--- config.mk ---
export PLATFORM = sky130hd
export DESIGN_NAME = lcd_cmd_scheduler_flat
export DESIGN_NICKNAME = d
export VERILOG_FILES = /design/src/rtl/lcd_cmd_scheduler_if.sv /design/src/rtl/lcd_cmd_scheduler.sv /design/src/flat_wrapper.sv
export SDC_FILE = /design/constraint.sdc
export NUM_CORES = 1
export LEC_CHECK = 0
export ABC_AREA = 1
export CORE_UTILIZATION = 43
export CTS_BUF_LIST = sky130_fd_sc_hd__clkbuf_4
export DETAILED_ROUTE_END_ITERATION = 8
export REMOVE_ABC_BUFFERS = 1
export SLEW_MARGIN = 20
export SYNTH_ARGS = -nofsm -noshare
export SYNTH_HDL_FRONTEND = slang
export SYNTH_SLANG_ARGS = --single-unit
--- constraint.sdc ---
create_clock -name PCI_CLK -period 2.9 [get_ports PCI_CLK]
set_clock_uncertainty 0.05 [all_clocks]
set_input_delay 0.435 -clock PCI_CLK [delete_from_list [all_inputs] [get_ports PCI_CLK]]
set_output_delay 0.435 -clock PCI_CLK [all_outputs]
set_load 0.05 [all_outputs]
--- src/rtl/lcd_cmd_scheduler_if.sv ---
// Write-side handshake between the PCI IO-write path and the LCD command scheduler.
interface lcd_cmd_scheduler_if;
  logic       wr_valid;
  logic       wr_rs;
  logic [7:0] wr_data;
  logic       wr_ready;

  modport master (output wr_valid, wr_rs, wr_data, input wr_ready);
  modport slave  (input wr_valid, wr_rs, wr_data, output wr_ready);
endinterface

--- src/rtl/lcd_cmd_scheduler.sv ---
// HD44780 write sequencer: (RS, data) FIFO feeding a setup/pulse/hold/exec-wait timer.
// Define LCD_INIT_EN to add the power-up wait and the built-in init command sequence.
module lcd_cmd_scheduler #(
  parameter int FIFO_AW     = 4,
  parameter int T_AS        = 2,
  parameter int T_EPW       = 8,
  parameter int T_AH        = 1,
  parameter int T_EXEC      = 1320,
  parameter int T_EXEC_LONG = 54120,
  parameter int T_PWRUP     = 495000
) (
  input  logic               PCI_CLK,
  input  logic               PCI_RST,
  lcd_cmd_scheduler_if.slave wr,
  output logic               overflow,
  output logic [FIFO_AW:0]   fifo_level,
  output logic               busy,
  output logic               LCD_RS,
  output logic               LCD_RW,
  output logic               LCD_E,
  output logic [7:0]         LCD_DB
);

  localparam int               DEPTH   = 1 << FIFO_AW;
  localparam logic [FIFO_AW:0] FULL    = (FIFO_AW + 1)'(DEPTH);
  localparam logic [19:0]      AS_LD   = 20'(T_AS - 1);
  localparam logic [19:0]      EPW_LD  = 20'(T_EPW - 1);
  localparam logic [19:0]      AH_LD   = 20'(T_AH - 1);
  localparam logic [19:0]      EXEC_LD = 20'(T_EXEC - 1);
  localparam logic [19:0]      LONG_LD = 20'(T_EXEC_LONG - 1);

  typedef enum logic [2:0] {
    IDLE, SETUP, PULSE, HOLD, WAIT_EX
`ifdef LCD_INIT_EN
    , INIT_WAIT
`endif
  } state_t;

  logic [8:0]         mem [DEPTH];
  logic [8:0]         head;
  logic [FIFO_AW-1:0] wptr, rptr;
  logic [FIFO_AW:0]   count;
  logic               push, pop, avail, init_active, long_cmd;
  state_t             state, state_n;
  logic [19:0]        cnt, cnt_n;
  logic               rs_n;
  logic [7:0]         db_n;

  assign wr.wr_ready = (count != FULL);
  assign push        = wr.wr_valid && wr.wr_ready;
  assign head        = mem[rptr];
  assign fifo_level  = count;
  assign LCD_RW      = 1'b0;
  assign busy        = (count != '0) || (state != IDLE) || init_active;
  assign long_cmd    = !LCD_RS && (LCD_DB == 8'h01 || LCD_DB[7:1] == 7'b0000001);

  always_ff @(posedge PCI_CLK)
    if (push) mem[wptr] <= {wr.wr_rs, wr.wr_data};

  // avail lags the count by a cycle so a freshly pushed entry is never popped on the next edge
  always_ff @(posedge PCI_CLK) begin
    if (PCI_RST) begin
      wptr     <= '0;
      rptr     <= '0;
      count    <= '0;
      avail    <= 1'b0;
      overflow <= 1'b0;
    end else begin
      if (push) wptr <= wptr + FIFO_AW'(1);
      if (pop)  rptr <= rptr + FIFO_AW'(1);
      case ({push, pop})
        2'b10:   count <= count + (FIFO_AW + 1)'(1);
        2'b01:   count <= count - (FIFO_AW + 1)'(1);
        default: ;
      endcase
      avail <= (count != '0) && !pop;
      if (wr.wr_valid && !wr.wr_ready) overflow <= 1'b1;
    end
  end

`ifdef LCD_INIT_EN
  logic [2:0] init_idx, idx_n;

  function automatic logic [7:0] init_cmd(input logic [2:0] i);
    case (i)
      3'd0, 3'd1: return 8'h38;
      3'd2:       return 8'h0C;
      3'd3:       return 8'h01;
      default:    return 8'h06;
    endcase
  endfunction

  assign init_active = (init_idx != 3'd5);

  always_ff @(posedge PCI_CLK)
    if (PCI_RST) init_idx <= '0;
    else         init_idx <= idx_n;
`else
  assign init_active = 1'b0;
`endif

  always_ff @(posedge PCI_CLK) begin
    if (PCI_RST) begin
`ifdef LCD_INIT_EN
      state <= INIT_WAIT;
      cnt   <= 20'(T_PWRUP - 1);
`else
      state <= IDLE;
      cnt   <= '0;
`endif
      LCD_RS <= 1'b0;
      LCD_DB <= '0;
      LCD_E  <= 1'b0;
    end else begin
      state  <= state_n;
      cnt    <= cnt_n;
      LCD_RS <= rs_n;
      LCD_DB <= db_n;
      LCD_E  <= (state_n == PULSE);
    end
  end

  // Each timed state holds for (load + 1) cycles: it leaves on the cycle the counter reads zero.
  always_comb begin
    state_n = state;
    cnt_n   = (cnt != '0) ? cnt - 20'd1 : cnt;
    rs_n    = LCD_RS;
    db_n    = LCD_DB;
    pop     = 1'b0;
`ifdef LCD_INIT_EN
    idx_n   = init_idx;
`endif
    case (state)
      IDLE: begin
`ifdef LCD_INIT_EN
        if (init_active) begin
          rs_n    = 1'b0;
          db_n    = init_cmd(init_idx);
          idx_n   = init_idx + 3'd1;
          cnt_n   = AS_LD;
          state_n = SETUP;
        end else
`endif
        if (avail) begin
          pop          = 1'b1;
          {rs_n, db_n} = head;
          cnt_n        = AS_LD;
          state_n      = SETUP;
        end
      end
      SETUP:   if (cnt == '0) begin cnt_n = EPW_LD; state_n = PULSE; end
      PULSE:   if (cnt == '0) begin cnt_n = AH_LD;  state_n = HOLD;  end
      HOLD:    if (cnt == '0) begin
                 cnt_n   = long_cmd ? LONG_LD : EXEC_LD;
                 state_n = WAIT_EX;
               end
      WAIT_EX: if (cnt == '0) state_n = IDLE;
`ifdef LCD_INIT_EN
      INIT_WAIT: if (cnt == '0) state_n = IDLE;
`endif
      default: state_n = IDLE;
    endcase
  end

endmodule

--- src/flat_wrapper.sv ---
// flat-port wrapper written by rule: the top's interface ports become plain ports
module lcd_cmd_scheduler_flat 
#(
  parameter int FIFO_AW     = 4,
  parameter int T_AS        = 2,
  parameter int T_EPW       = 8,
  parameter int T_AH        = 1,
  parameter int T_EXEC      = 1320,
  parameter int T_EXEC_LONG = 54120,
  parameter int T_PWRUP     = 495000
)
  (PCI_CLK, PCI_RST, overflow, fifo_level, busy, LCD_RS, LCD_RW, LCD_E, LCD_DB, wr_wr_valid, wr_wr_rs, wr_wr_data, wr_wr_ready);
  lcd_cmd_scheduler_if wr_i ();
  input  logic PCI_CLK;
  input  logic PCI_RST;
  output logic overflow;
  output logic [FIFO_AW:0] fifo_level;
  output logic busy;
  output logic LCD_RS;
  output logic LCD_RW;
  output logic LCD_E;
  output logic [7:0] LCD_DB;
  input wire logic [$bits(wr_i.wr_valid)-1:0] wr_wr_valid;
  input wire logic [$bits(wr_i.wr_rs)-1:0] wr_wr_rs;
  input wire logic [$bits(wr_i.wr_data)-1:0] wr_wr_data;
  output wire logic [$bits(wr_i.wr_ready)-1:0] wr_wr_ready;
  assign wr_i.wr_valid = wr_wr_valid;
  assign wr_i.wr_rs = wr_wr_rs;
  assign wr_i.wr_data = wr_wr_data;
  assign wr_wr_ready = wr_i.wr_ready;
  lcd_cmd_scheduler #(.FIFO_AW(FIFO_AW), .T_AS(T_AS), .T_EPW(T_EPW), .T_AH(T_AH), .T_EXEC(T_EXEC), .T_EXEC_LONG(T_EXEC_LONG), .T_PWRUP(T_PWRUP)) u_core (.PCI_CLK(PCI_CLK), .PCI_RST(PCI_RST), .wr(wr_i), .overflow(overflow), .fifo_level(fifo_level), .busy(busy), .LCD_RS(LCD_RS), .LCD_RW(LCD_RW), .LCD_E(LCD_E), .LCD_DB(LCD_DB));
endmodule
==> results.cfg, run 1 <==
[synth]
synth_top_area_share_pct = 51.1
netlist_instances = 824
synth_cell_type_count = 43
ys_seq_area_share_pct = 62.4
synth_largest_area_cell = edfxtp_1
avgSynthCellArea_sq_um = 10.3
ys_seq_elements = 192
netlist_area_sq_mm = 0.00847
yosys-top-cells-area = edfxtp_1, dfxtp_1, nor2_1, o21ai_0, nand2_1
synth_warnings = 0

[floorplanning]
ios = 31
fp.coreArea_sq_mm = 0.0190
die_h_um = 142
die_area_sq_mm = 0.0203
rows = 50
die_w_um = 142
start_util_pct = 44.5

[timing]
fin_crit_ps = 2710
whs_ps = 454
slew_viol_final = 0
fmax_ghz = 0.369
final.setup.worst_slack_ps = 191
setup_viol = 0
tightest_slew_ps = 836
rsz0062_at_grt = false
finalHoldViolations = 0
relSlewSlack_pct = 44.2
fin_crit_sh_pct = 93.4

[drt]
ant_nets = 0
drtPass1Iterations = 4
routed_wl_mm = 18.6
num_vias = 5721
viasPerCell = 5.04
post-route-drc-count = 0
detailedRoute.firstIterationViolations = 482
drt-wirelength-per-cell_um = 16.4

[critical_path]
critical_path_required_ps = 2410
critPathBufInv = 2
path_cells = inv_1 -> nand4_1 -> or2_1 -> clkdlybuf4s50_1
arrival_ps = 2220
crit_path_max_incr_delay_ps = 850
crit_type = flop to output pin
worstSetupStartpointType = flop
critical_path.max_fanout = 4
crit_slowest_cell = clkdlybuf4s50_1
crit_family = buffers and inverters
end_kind = output pin

[global_route]
grt_pass1_wl_mm = 29.6
grt.total_usage_pct = 19.7
first_global_vias = 5402
antenna_found_initial = 1
overflow = 0
grt_max_degree = 74

[power]
power_frac_seq_pct = 39.4
p_leak_nw = 3.47
pwr-share-clk_pct = 16.4
power.switching_mw = 3.82
powerDensity_mw_per_mm2 = 942
switching_share_pct = 43.0
p_int_mw = 5.06
irDropWorstVdd_v = 0.000403
p_comb_share_pct = 44.2

[clock_network]
path_clk_slew_ps = 170
cts_tree = built
clockBufferDepth = 2
cts_setup_buffers = 0
clk_latency_ps = 570
numCtsBuffers = 17
htree_levels = 4
cts_resized = 0
hold_buffers = 0
cts.sinks = 192
ctsRootBufferMaster = clkbuf_4

[place]
hpwl_mm = 12.3
io_buffer_count = 29
dp.cells = 1103
post-place-ws_ps = 399
gp_congestion = 0.837

[cells_and_area]
layout_commonest_cell = nor2_1
fin_cells = 1136
final_layout_size_suffix_gt1_share_pct = 11.8
area_delta_synth_final_pct = 11.2
final_cell_mix = nor2_1, edfxtp_1, nand2_1
nets = 888

[hold_path]
hold_path.class = flop to flop

[run_status]
status = finished clean

[job]
maxCapViolCount = 0
## final timing paths
path | from | end | slack [ps] | cells past startpoint
setup / recovery | u_core.fifo_level[1] | wr_wr_ready | 190 | 4
hold / removal | u_core.overflow | u_core.overflow | 450 | 2
setup reg to reg | u_core.fifo_level[1] | u_core.fifo_level[4] | 440 | 11
hold reg to reg | u_core.overflow | u_core.overflow | 450 | 2
## area by class of cell
cell class,instances,area (sq um)
fill,1798,9600
sequential,192,5290
multi-input combinational,538,2790
timing repair buffer,54,503
tap,260,325
inverter,59,223
clock inverter,15,163
clock buffer,17,128
antenna,1,2.50
## power by group through the flow
stage | Combinational (mW) | Sequential (mW) | Clock, mW
2_1_floorplan | 2.50 | 3.90 | 0
3_3_place_gp | 3.92 | 3.56 | 0
3_5_place_dp | 3.94 | 3.56 | 0
4_1_cts | 3.96 | 3.50 | 1.50
5_1_grt | 4.41 | 3.54 | 1.60
6_report | 3.92 | 3.50 | 1.46
## state kept, by name (all words and copies together) (netlist names)
register	cells
u_core.cnt	20
u_core.fifo_level	5
u_core.avail	1
u_core.LCD_DB	8
u_core.LCD_E	1
u_core.LCD_RS	1
u_core.rptr	4
u_core.wptr	4
u_core.mem	144
u_core.overflow	1
u_core.state	3
## per-layer routing
layer / vias to the layer above / GRT usage (%) / part of all wire, %
li1: 2896 / - / -
met1: 2713 / 27.2 / 47
met2: 103 / 32.0 / 48
met3: 9 / 4.04 / 4.6
met4: 0 / 4.36 / 0.71
met5: - / 0 / 0
## stage by stage
| stage | utilization [%] | cell area [sq um] | power [mW] | setup TNS (ps) |
|---|---|---|---|---|
| 5_1_grt | 49.5 | 9420 | 9.54 | 0 |
| 3_5_place_dp | 48.0 | 9130 | 7.49 | 0 |
| 2_1_floorplan | - | 8300 | 6.40 | -45.0 |
| 6_report | 49.5 | 9420 | 8.88 | 0 |
| 3_3_place_gp | 48.0 | 9130 | 7.47 | 0 |
| 4_1_cts | 49.5 | 9420 | 8.95 | 0 |
## cell families after synthesis
family / Yosys count / share of synthesized area, %
AND/OR/NAND/NOR: 361 / 19.3
flip-flops: 192 / 62.4
AO/OA/AOI/OAI: 146 / 9.80
buffers and inverters: 94 / 4.67
XOR/XNOR: 16 / 1.65
adder cells (fa/ha/maj): 14 / 2.16
other: 1 / 0.0443
## cell usage after synthesis, drive strengths merged
cell type / instances
o21a: 3
dfxtp: 48
xor2: 12
and3: 1
clkbuf: 13
conb: 1
nand3: 61
nand3b: 2
clkinv: 3
nor4: 1
nand4: 6
or2: 3
edfxtp: 144
o21ai: 82
a21o: 1
buf: 22
nor2: 191
inv: 56
o211ai: 27
nand2: 87
fa: 1
nor3: 9
xnor2: 4
a21oi: 31
ha: 13
a211oi: 2
## tightest hold or removal path, cell delays in order (launching register included)
cell and delay, ps:
dfxtp_1 370, a21oi_1 40, nor2_1 70
No activity file was read; power rests on OpenSTA's default activity.
==> inputs of run 2 (changes only) <==
--- a/config.mk
+++ b/config.mk
@@ -6,6 +6,7 @@
 export NUM_CORES = 1
 export LEC_CHECK = 0
 export ABC_AREA = 1
+export CORE_MARGIN = 2
 export CORE_UTILIZATION = 43
 export CTS_BUF_LIST = sky130_fd_sc_hd__clkbuf_4
 export DETAILED_ROUTE_END_ITERATION = 8
==> results.cfg, run 2 (synthesis results as in run 1) <==
[run_status]
status = finished clean

[timing]
fmax_ghz = 0.371
finalHoldViolations = 0
fin_crit_sh_pct = 93.0
tns_ps = 0
fin_crit_ps = 2700
rsz0062_at_grt = false
tightest_slew_ps = 791
slew_viol_final = 0
setup_viol = 0
relSlewSlack_pct = 47.3

[job]
maxCapViolCount = 0

[floorplanning]
ios = 31
start_util_pct = 43.7
rows = 51
die_h_um = 144
die_area_sq_mm = 0.0208
fp.coreArea_sq_mm = 0.0194
die_w_um = 144

[place]
gp_congestion = 0.833
hpwl_mm = 12.4
io_buffer_count = 29

[clock_network]
numCtsBuffers = 17
path_clk_slew_ps = 180
clockBufferDepth = 2
cts_tree = built
cts_setup_buffers = 0
htree_levels = 4
clk_latency_ps = 590
ctsRootBufferMaster = clkbuf_4
cts.sinks = 192

[power]
p_comb_share_pct = 44.3
switching_share_pct = 43.8
power.switching_mw = 3.88
irDropWorstVdd_v = 0.000428
powerDensity_mw_per_mm2 = 939
pwr-share-clk_pct = 16.0
p_int_mw = 4.97
p_leak_nw = 3.46
power_frac_seq_pct = 39.7

[cells_and_area]
reg.largest.list = u_core.mem: 144 flops, u_core.cnt: 20 flops, u_core.LCD_DB: 8 flops
final_layout_size_suffix_gt1_share_pct = 11.7
regMostFlops = u_core.mem
final_util_pct = 48.5
area_delta_synth_final_pct = 11.2
layout_commonest_cell = nor2_1
nets = 887
largest_reg_flops = 144
fillers = 1791
final_cell_mix = nor2_1, edfxtp_1, nand2_1

[hold_path]
holdPathStages = 3
hold_path.class = input pin to flop

[critical_path]
rr_worst_depth = 11
crit_type = flop to output pin
critical_path.max_fanout = 4
crit_slowest_cell = clkdlybuf4s50_1
path_cells = inv_1 -> nand4_1 -> or2_1 -> clkdlybuf4s50_1
end_kind = output pin
crit_path_max_incr_delay_ps = 830
arrival_ps = 2210
critical_path_required_ps = 2410
worstSetupStartpointType = flop

[drt]
routed_wl_mm = 18.6
detailedRoute.firstIterationViolations = 445
viasPerCell = 5.08
drt-wirelength-per-cell_um = 16.3
num_vias = 5787
ant_nets = 0
drtPass1Iterations = 6
post-route-drc-count = 0

[global_route]
antenna_found_initial = 1
first_global_vias = 5425
grt_pass1_wl_mm = 29.3
overflow = 0
grt_max_degree = 75
grt.total_usage_pct = 18.6
-- run 2: changes by cell type in the layout (fill, tap and decap cells not counted), sizes merged --
cell,before,now
buf,25,24
bufinv,1,0
clkdlybuf4s50,29,28
clkinv,6,11
clkinvlp,1,0
dlymetal6s2s,0,1
inv,66,63
-- run 2: power by group through the flow --
stage	combinational, mW	clock (mW)	sequential [mW]
3_5_place_dp	3.94	0	3.57
2_1_floorplan	2.50	0	3.90
3_3_place_gp	3.91	0	3.56
4_1_cts	3.95	1.46	3.51
6_report	3.92	1.42	3.51
5_1_grt	4.40	1.56	3.54
-- run 2: final timing paths --
path / slack, ps / startpoint / end
hold / removal: 440 / wr_wr_valid / u_core.overflow
hold reg to reg: 450 / u_core.overflow / u_core.overflow
setup / recovery: 200 / u_core.fifo_level[1] / wr_wr_ready
setup reg to reg: 450 / u_core.fifo_level[1] / u_core.fifo_level[4]
-- run 2: layout make-up --
cell class,instances,area (sq um),share of cell area [%]
inverter,59,223,2.36
clock buffer,17,128,1.36
tap,265,332,3.52
timing repair buffer,53,498,5.29
antenna,1,2.50,0.0266
sequential,192,5290,56.1
clock inverter,15,160,1.70
multi-input combinational,538,2790,29.6
-- run 2: through the flow --
step	instance area (sq um)	hold slack (ps)	setup slack, ps	cells	power (mW)
floorplan	8300	422	-5.06	789	6.40
CTS	9410	393	121	1139	8.91
global placement	9130	415	419	1107	7.47
detailed placement	9130	412	404	1107	7.51
global route	9420	415	61.3	1140	9.49
finish	9420	440	202	1140	8.84
-- run 2: per-layer routing --
metal  up-vias  wire, um  GRT usage, %
met5         -         0             0
met4         0       204          4.45
met3        13       720          3.61
met2       116      8860          30.7
met1      2758      8850          25.6
li1       2900         -             -
-- run 2: worst max-delay path: cells and delay by family, from the launching register on --
family / cells / cell delay [ps]
and+or+nand+nor: 2 / 280
buffers and inverters: 2 / 920
DFF: 1 / 420
-- run 2: what timing repair did --
| item | in CTS | in global routing |
|---|---|---|
| endpoints found under the setup margin | 0 | 1 |
| hold endpoints to repair | 0 | 0 |
| resized for setup | 0 | 1 |
| hold buffers | 0 | 0 |
